**config.mk**
```make
export PLATFORM = sky130hd
export DESIGN_NAME = addsub_acc
export DESIGN_NICKNAME = d
export VERILOG_FILES = /design/src/rtl/addsub_pkg.sv /design/src/rtl/add_sub.sv /design/src/rtl/addsub_acc.sv
export SDC_FILE = /design/constraint.sdc
export NUM_CORES = 1
export LEC_CHECK = 0
export BUFFER_PORTS_ARGS = -buffer_cell sky130_fd_sc_hd__buf_2
export CORE_MARGIN = 5
export CORE_UTILIZATION = 43
export DETAILED_ROUTE_END_ITERATION = 8
export HOLD_SLACK_MARGIN = 0.03
export PLACE_DENSITY_LB_ADDON = 0.1
export SETUP_SLACK_MARGIN = 0.15
export SLEW_MARGIN = 20
export SYNTH_ARGS = -nofsm -noshare
export SYNTH_HDL_FRONTEND = slang
export SYNTH_HIERARCHICAL = 1
export SYNTH_SLANG_ARGS = --single-unit
```
**constraint.sdc**
```tcl
create_clock -name clk -period 2.7 [get_ports clk]
set_input_delay 0.54 -clock clk [delete_from_list [all_inputs] [get_ports clk]]
set_output_delay 0.54 -clock clk [all_outputs]
set_load 0.01 [all_outputs]
```
**src/rtl/addsub_pkg.sv**
```systemverilog
`default_nettype none
// +----------------------------------------------------------------------+
// | addsub_pkg                                                           |
// | Shared width, opcode and FSM-state definitions for addsub_acc.       |
// | Revision: 1.0                                                        |
// +----------------------------------------------------------------------+
package addsub_pkg;

   localparam int WIDTH = 4;

   typedef enum logic [1:0] {
      OP_LOAD = 2'b00,
      OP_ADD  = 2'b01,
      OP_SUB  = 2'b10,
      OP_CLR  = 2'b11
   } op_e;

   typedef enum logic [0:0] {
      IDLE = 1'b0,
      HOLD = 1'b1
   } state_e;

endpackage : addsub_pkg
`default_nettype wire

```
**src/rtl/add_sub.sv**
```systemverilog
`default_nettype none
// +----------------------------------------------------------------------+
// | add_sub                                                              |
// | 4-bit adder/subtractor: s = a + b (swi=0) or a - b (swi=1).          |
// | Revision: 1.0                                                        |
// +----------------------------------------------------------------------+
module add_sub (
   input  logic [3:0] a,
   input  logic [3:0] b,
   input  logic       swi,
   output logic [3:0] s,
   output logic       c
);

   logic [3:0] bx;
   logic [4:0] total;

   // Subtraction is a + ~b + 1, so c=1 means no borrow.
   assign bx    = b ^ {4{swi}};
   assign total = {1'b0, a} + {1'b0, bx} + {4'b0000, swi};
   assign s     = total[3:0];
   assign c     = total[4];

endmodule : add_sub
`default_nettype wire

```
**src/rtl/addsub_acc.sv**
```systemverilog
`default_nettype none
// +----------------------------------------------------------------------+
// | addsub_acc                                                           |
// | Handshaked accumulator around add_sub with registered result/flags.  |
// | Revision: 1.0                                                        |
// +----------------------------------------------------------------------+
module addsub_acc
   import addsub_pkg::*;
#(
   parameter int WIDTH    = addsub_pkg::WIDTH,
   parameter bit SATURATE = 1'b0
) (
   input  logic             clk,
   input  logic             rst,
   input  logic             in_valid,
   output logic             in_ready,
   input  logic [1:0]       in_op,
   input  logic [WIDTH-1:0] in_b,
   output logic             out_valid,
   input  logic             out_ready,
   output logic [WIDTH-1:0] out_acc,
   output logic             out_c,
   output logic             out_v,
   output logic             out_z,
   output logic             out_n
);

   generate
      if (WIDTH != 4) begin : g_bad_width
         $error("addsub_acc: WIDTH must be 4 to match add_sub");
      end
   endgenerate

   state_e           state_q, state_d;
   logic [WIDTH-1:0] acc_q, acc_d;
   logic             c_q, c_d;
   logic             v_q, v_d;
   logic             z_q, z_d;
   logic             n_q, n_d;

   logic             accept;
   logic             swi;
   logic [WIDTH-1:0] bx;
   logic [WIDTH-1:0] sum;
   logic             carry;
   logic             ovf;

   assign swi = (in_op == OP_SUB);
   assign bx  = in_b ^ {WIDTH{swi}};

   add_sub u_add_sub (
      .a   (acc_q),
      .b   (in_b),
      .swi (swi),
      .s   (sum),
      .c   (carry)
   );

   assign ovf = (acc_q[WIDTH-1] == bx[WIDTH-1]) & (sum[WIDTH-1] != acc_q[WIDTH-1]);

   // A held result can be replaced in the same cycle it is consumed.
   assign in_ready = (state_q == IDLE) | out_ready;
   assign accept   = in_valid & in_ready;

   always_comb begin
      state_d = state_q;
      acc_d   = acc_q;
      c_d     = c_q;
      v_d     = v_q;
      z_d     = z_q;
      n_d     = n_q;

      if (accept) begin
         state_d = HOLD;
         case (in_op)
            OP_LOAD: begin
               acc_d = in_b;
               c_d   = 1'b0;
               v_d   = 1'b0;
            end
            OP_ADD: begin
               acc_d = (SATURATE && carry) ? {WIDTH{1'b1}} : sum;
               c_d   = carry;
               v_d   = ovf;
            end
            OP_SUB: begin
               acc_d = (SATURATE && !carry) ? {WIDTH{1'b0}} : sum;
               c_d   = carry;
               v_d   = ovf;
            end
            default: begin
               acc_d = {WIDTH{1'b0}};
               c_d   = 1'b0;
               v_d   = 1'b0;
            end
         endcase
         z_d = (acc_d == {WIDTH{1'b0}});
         n_d = acc_d[WIDTH-1];
      end else if ((state_q == HOLD) && out_ready) begin
         state_d = IDLE;
      end
   end

   always_ff @(posedge clk) begin
      if (rst) begin
         state_q <= IDLE;
         acc_q   <= {WIDTH{1'b0}};
         c_q     <= 1'b0;
         v_q     <= 1'b0;
         z_q     <= 1'b0;
         n_q     <= 1'b0;
      end else begin
         state_q <= state_d;
         acc_q   <= acc_d;
         c_q     <= c_d;
         v_q     <= v_d;
         z_q     <= z_d;
         n_q     <= n_d;
      end
   end

   assign out_valid = (state_q == HOLD);
   assign out_acc   = acc_q;
   assign out_c     = c_q;
   assign out_v     = v_q;
   assign out_z     = z_q;
   assign out_n     = n_q;

endmodule : addsub_acc
`default_nettype wire

```
Word level (Yosys, flattened, before mapping)

Index checks and enable logic that the tools add are counted.
Widths: inputs -> output; s select.

Add/subtract/negate cells: 2
Eq/ne operators: 4
Muxes and demuxes: 6
Bitwise logic cells: 5
Reduce and logical (&&, ||, !) cells: 5

Operator list:

| cell               | count |
|---|---|
| $pmux 4 s2         | 1 |
| $add 4x4->5        | 1 |
| $add 5x1->5        | 1 |
| $logic_not 4->1    | 1 |
| $mux 1             | 4 |
| $mux 4             | 1 |
| $xor 4x4->4        | 1 |
| $and 1x1->1        | 2 |
| $eq 2x1->1 const B | 1 |
| $eq 2x2->1 const B | 1 |
| $logic_not 2->1    | 1 |
| $reduce_bool 2->1  | 1 |
| $reduce_or 2->1    | 1 |
| $eq 1x1->1         | 1 |
| $logic_and 1x1->1  | 1 |
| $ne 1x1->1         | 1 |
| $not 1->1          | 1 |
| $or 1x1->1         | 1 |

Register bits after elaboration: 9
Input bits: 10
Output and inout port bits: 10
Logic and storage cells: 28

Longest topological paths before layout

Word-level depth: 7
Mapped depth: 11
Depth with buffers taken out: 11

Modules after synthesis

The synthesis kept the hierarchy.

By module, submodules not included:

| module     | times used | cells each | area each (sq um) | sequential area each (sq um) |
|---|---|---|---|---|
| addsub_acc | 1          | 48         | 434.2             | 160.2 |
| add_sub    | 1          | 20         | 186.4             | 0.0 |

Least setup slack after synthesis

Ideal clock, no wire load.

Path kind: input port to flip-flop
Start point: input in_op[0]
End point: register z_q, in the netlist out_z
Library setup time: 96 ps
Arrival: 2,465 ps
Required time: 2,604 ps
Slack: 139 ps
Cell stages on the path: 10
Path buffers: 0
Cells stage by stage: inv_1 ha_1 xor2_1 ha_1 nor4b_1 a2111oi_0 nand3_1 a22oi_1 a31oi_1 o41ai_2

Word-level cells in the longest chain between the ends: 7
Elaborated cells on any way between the ends: 10
Classes of those cells: 2 x add/sub; 2 x eq/ne; 2 x mux; 1 x bitwise; 3 x reduce/logical

RTL lines:

| what                 | RTL line          | text |
|---|---|---|
| from (decl)          | addsub_acc.sv:17  | `input logic [1:0] in_op,` |
| $eq 2x2->1 *         | addsub_acc.sv:48  | `assign swi = (in_op == OP_SUB);` |
| net swi              | addsub_acc.sv:42  | `logic swi;` |
| $xor 4x4->4          | add_sub.sv:19     | `assign bx = b ^ {4{swi}};` |
| $add 4x4->5          | add_sub.sv:20     | `assign total = {1'b0, a} + {1'b0, bx} + {4'b0000, swi};` |
| $add 5x1->5 *        | add_sub.sv:20     |  |
| net sum[3]           | addsub_acc.sv:44  | `logic [WIDTH-1:0] sum;` |
| $pmux 4 s2 *         | addsub_acc.sv:75  | `case (in_op)` |
| $mux 4 *             | addsub_acc.sv:73  | `if (accept) begin` |
| $logic_not 4->1 *    | addsub_acc.sv:97  | `z_d = (acc_d == {WIDTH{1'b0}});` |
| to (signal assigned) | addsub_acc.sv:117 | `z_q <= z_d;` |
| to (decl)            | addsub_acc.sv:38  | `logic z_q, z_d;` |

The timed path passes the listed nets; every way through them passes the cells marked *. The select of a mux whose other input is x is not followed.
A chain may end at the register's enable or synchronous reset.

Worst setup path after layout

Ends and elaborated chain as after synthesis.

==> impl_metrics.yaml <==
synth:
  syn-num-nets: 85
  ys_warn_count: 6
  synth-edff-count: 0
  netlist_instances: 68
  ys_seq_area_share_pct: 25.81
  synth_area_per_cell_sq_um: 9.126
  syn_area_sq_um: 620.6
  synthDistinctLibCells: 30
  synth_flop_cell: "dfxtp_1"
  async_flop_share_pct: 0
  yosys_register_bits: 8
sta:
  timing.final.ws_setup_ns: 0.2127
  slew_viol_final: 0
  slew_headroom_pct: 78.30
  skew_ns: 0.003346
  setup_viol: 0
  clock.fmax_mhz: 402.0
  fin_crit_ns: 2.487
  worst_pin_slew_ns: 0.3210
  finalHoldViolCount: 0
  timing.final.crit_share_pct: 92.12
  rsz0062_at_grt: "false"
detailed_routing:
  viasPerCell: 5.239
  drt-total-wl_um: 1362
  wl_per_cell_um: 12.50
  ant_nets: 0
  first_pass_iters: 2
  drc: 0
  num_vias: 571
  dr.first_iter.drc_count: 3
pwr:
  power_leakage_nw: 0.4200
  total_power_mw: 0.3794
  powerDensity_mw_per_mm2: 453.3
  vdd_drop_max_mv: 0.3682
floorplanning:
  boundaryPins: 20
  die_w_um: 47.99
  rows: 13
  initial_core_util_pct: 46.53
  coreArea_sq_mm: 0.001334
  die_h_um: 47.99
  dieArea_sq_mm: 0.002303
clocking:
  postCtsSetupBuffers: 0
  cts_sinks: 8
  cts-root-buf: "clkbuf_4"
  htreeDepth: 1
  insertion_delay_ns: 0.25
  cts-hold-fix-buffers: 0
  cts_tree: "built"
  post_cts_resize_count: 0
  clkTransAtPathRegs_ns: 0.05
  clockBufferDepth: 2
  cts_buffers: 3
setup_path:
  path_cells: "buf_2 -> inv_1 -> ha_4 -> xor2_2 -> ha_4 -> nor4b_1 -> a2111oi_2 -> nand3_1 -> a22oi_2 -> a31oi_1 -> o41ai_2"
  worst_ep_arrival_time_ns: 2.64
  crit_path_max_fanout: 5
  required_ns: 2.85
  crit_path_end_kind: "flop"
  start_kind: "input port"
  crit_top_cell: "ha_4"
  cp_top_family: "compound AO/OA/AOI/OAI gates"
  slowest_delay_ns: 0.34
  crit_slowest_cell: "a2111oi_2"
  path_buf_inv: 2
  critical_path_class: "in2reg"
global_route:
  grt_use_total_pct: 13.09
  grt_pass1_vias: 515
  grt_max_degree: 10
  antenna_found_initial: 0
  grt.overflow.total: 0
  grt_pass1_wl_um: 2097
placement:
  port_buffers: 19
  gp_congestion: 0.7176
  placed_cell_area_sq_um: 777.0
  dpl.hpwl_um: 1097
  dp_slack_ns: -0.1033
job:
  cap_violations: 0
final_layout:
  design_area_sq_um: 837.1
  nNetsFinal: 113
  syn_to_final_growth_pct: 34.88
  final_common_cell: "buf_2"
  insertedDiodeCount: 0
  drive_gt1_share_pct: 40.43
  layout_common_cells: "buf_2, nor2_1, dfxtp_1"
worst_hold_path:
  hp-class: "reg2reg"
status:
  status: "completed"
logic make-up (layout without fill, tap and decap cells):
group                    count (synthesis)  after routing  share of synthesized area (%)
multiplexers                             5              5                          8.871
buffers and inverters                    6             32                          4.434
XOR/XNOR                                 6              6                          8.468
adder cells (fa/ha/maj)                  7              7                          15.32
AND/OR/NAND/NOR                         23             23                          21.57
AO/OA/AOI/OAI                           13             13                          15.53
flip-flops                               8              8                          25.81
where the power goes:
| part | total, mW | internal [mW] | switching (mW) |
|---|---|---|---|
| Combinational | 0.156 | 0.0769 | 0.0790 |
| Sequential | 0.134 | 0.126 | 0.00800 |
| Clock | 0.0890 | 0.0507 | 0.0383 |
| Total | 0.379 | 0.254 | 0.125 |
per-layer routing:
metal	GRT usage [%]	up-vias	part of all wire [%]
li1	-	300	-
met1	17.52	260	48
met2	19.26	11	47
met3	5.639	0	5.1
met4	3.226	0	0
met5	0	-	0
tightest hold or removal path, delay by kind of cell (launching register included):
kind | cells | cell delay (ns)
AO/OA/AOI/OAI | 1 | 0.05
AND/OR/NAND/NOR | 1 | 0.05
flip-flops | 1 | 0.30
sequential cells by signal, indices dropped and copies added (netlist names):
name	flops
out_v	1
out_z	1
out_acc	4
out_c	1
out_valid	1
cell usage after synthesis, types with 2 or more instances:
cell | instances | share of area (%)
inv_1 | 3 | 1.8
nand4_1 | 2 | 2.0
ha_1 | 6 | 12
xor2_1 | 5 | 7.1
dfxtp_1 | 8 | 26
mux2i_1 | 4 | 6.5
a22oi_1 | 4 | 4.8
o21bai_1 | 2 | 2.4
nand2_1 | 3 | 1.8
nor2_1 | 8 | 4.8
a21oi_1 | 4 | 3.2
through the flow:
| step | std cells | hold slack (ns) | utilization, % | TNS [ns] |
|---|---|---|---|---|
| 2_1_floorplan | 68 | 0.4762 | - | 0 |
| 3_3_place_gp | 106 | 0.4391 | 58.26 | -0.07237 |
| 3_5_place_dp | 106 | 0.4487 | 58.26 | -0.1281 |
| 4_1_cts | 109 | 0.4564 | 59.94 | 0 |
| 5_1_grt | 109 | 0.4828 | 62.76 | 0 |
| 6_report | 109 | 0.4494 | 62.76 | 0 |
layout make-up:
class	instances	area (sq um)
Multi-Input combinational cell	54	476.7
Clock buffer	3	22.52
Sequential cell	8	160.2
Fill cell	132	496.7
Tap cell	15	18.77
Inverter	4	18.77
Timing Repair Buffer	25	140.1
final timing paths:
| path | start | to | slack (ns) | cells past startpoint |
|---|---|---|---|---|
| setup / recovery | in_op[0] | out_z | 0.21 | 11 |
| hold / removal | out_c | out_c | 0.45 | 2 |
| setup reg to reg | out_acc[3] | out_z | 0.69 | 7 |
| hold reg to reg | out_c | out_c | 0.45 | 2 |
(Power assumes the default switching activity.)
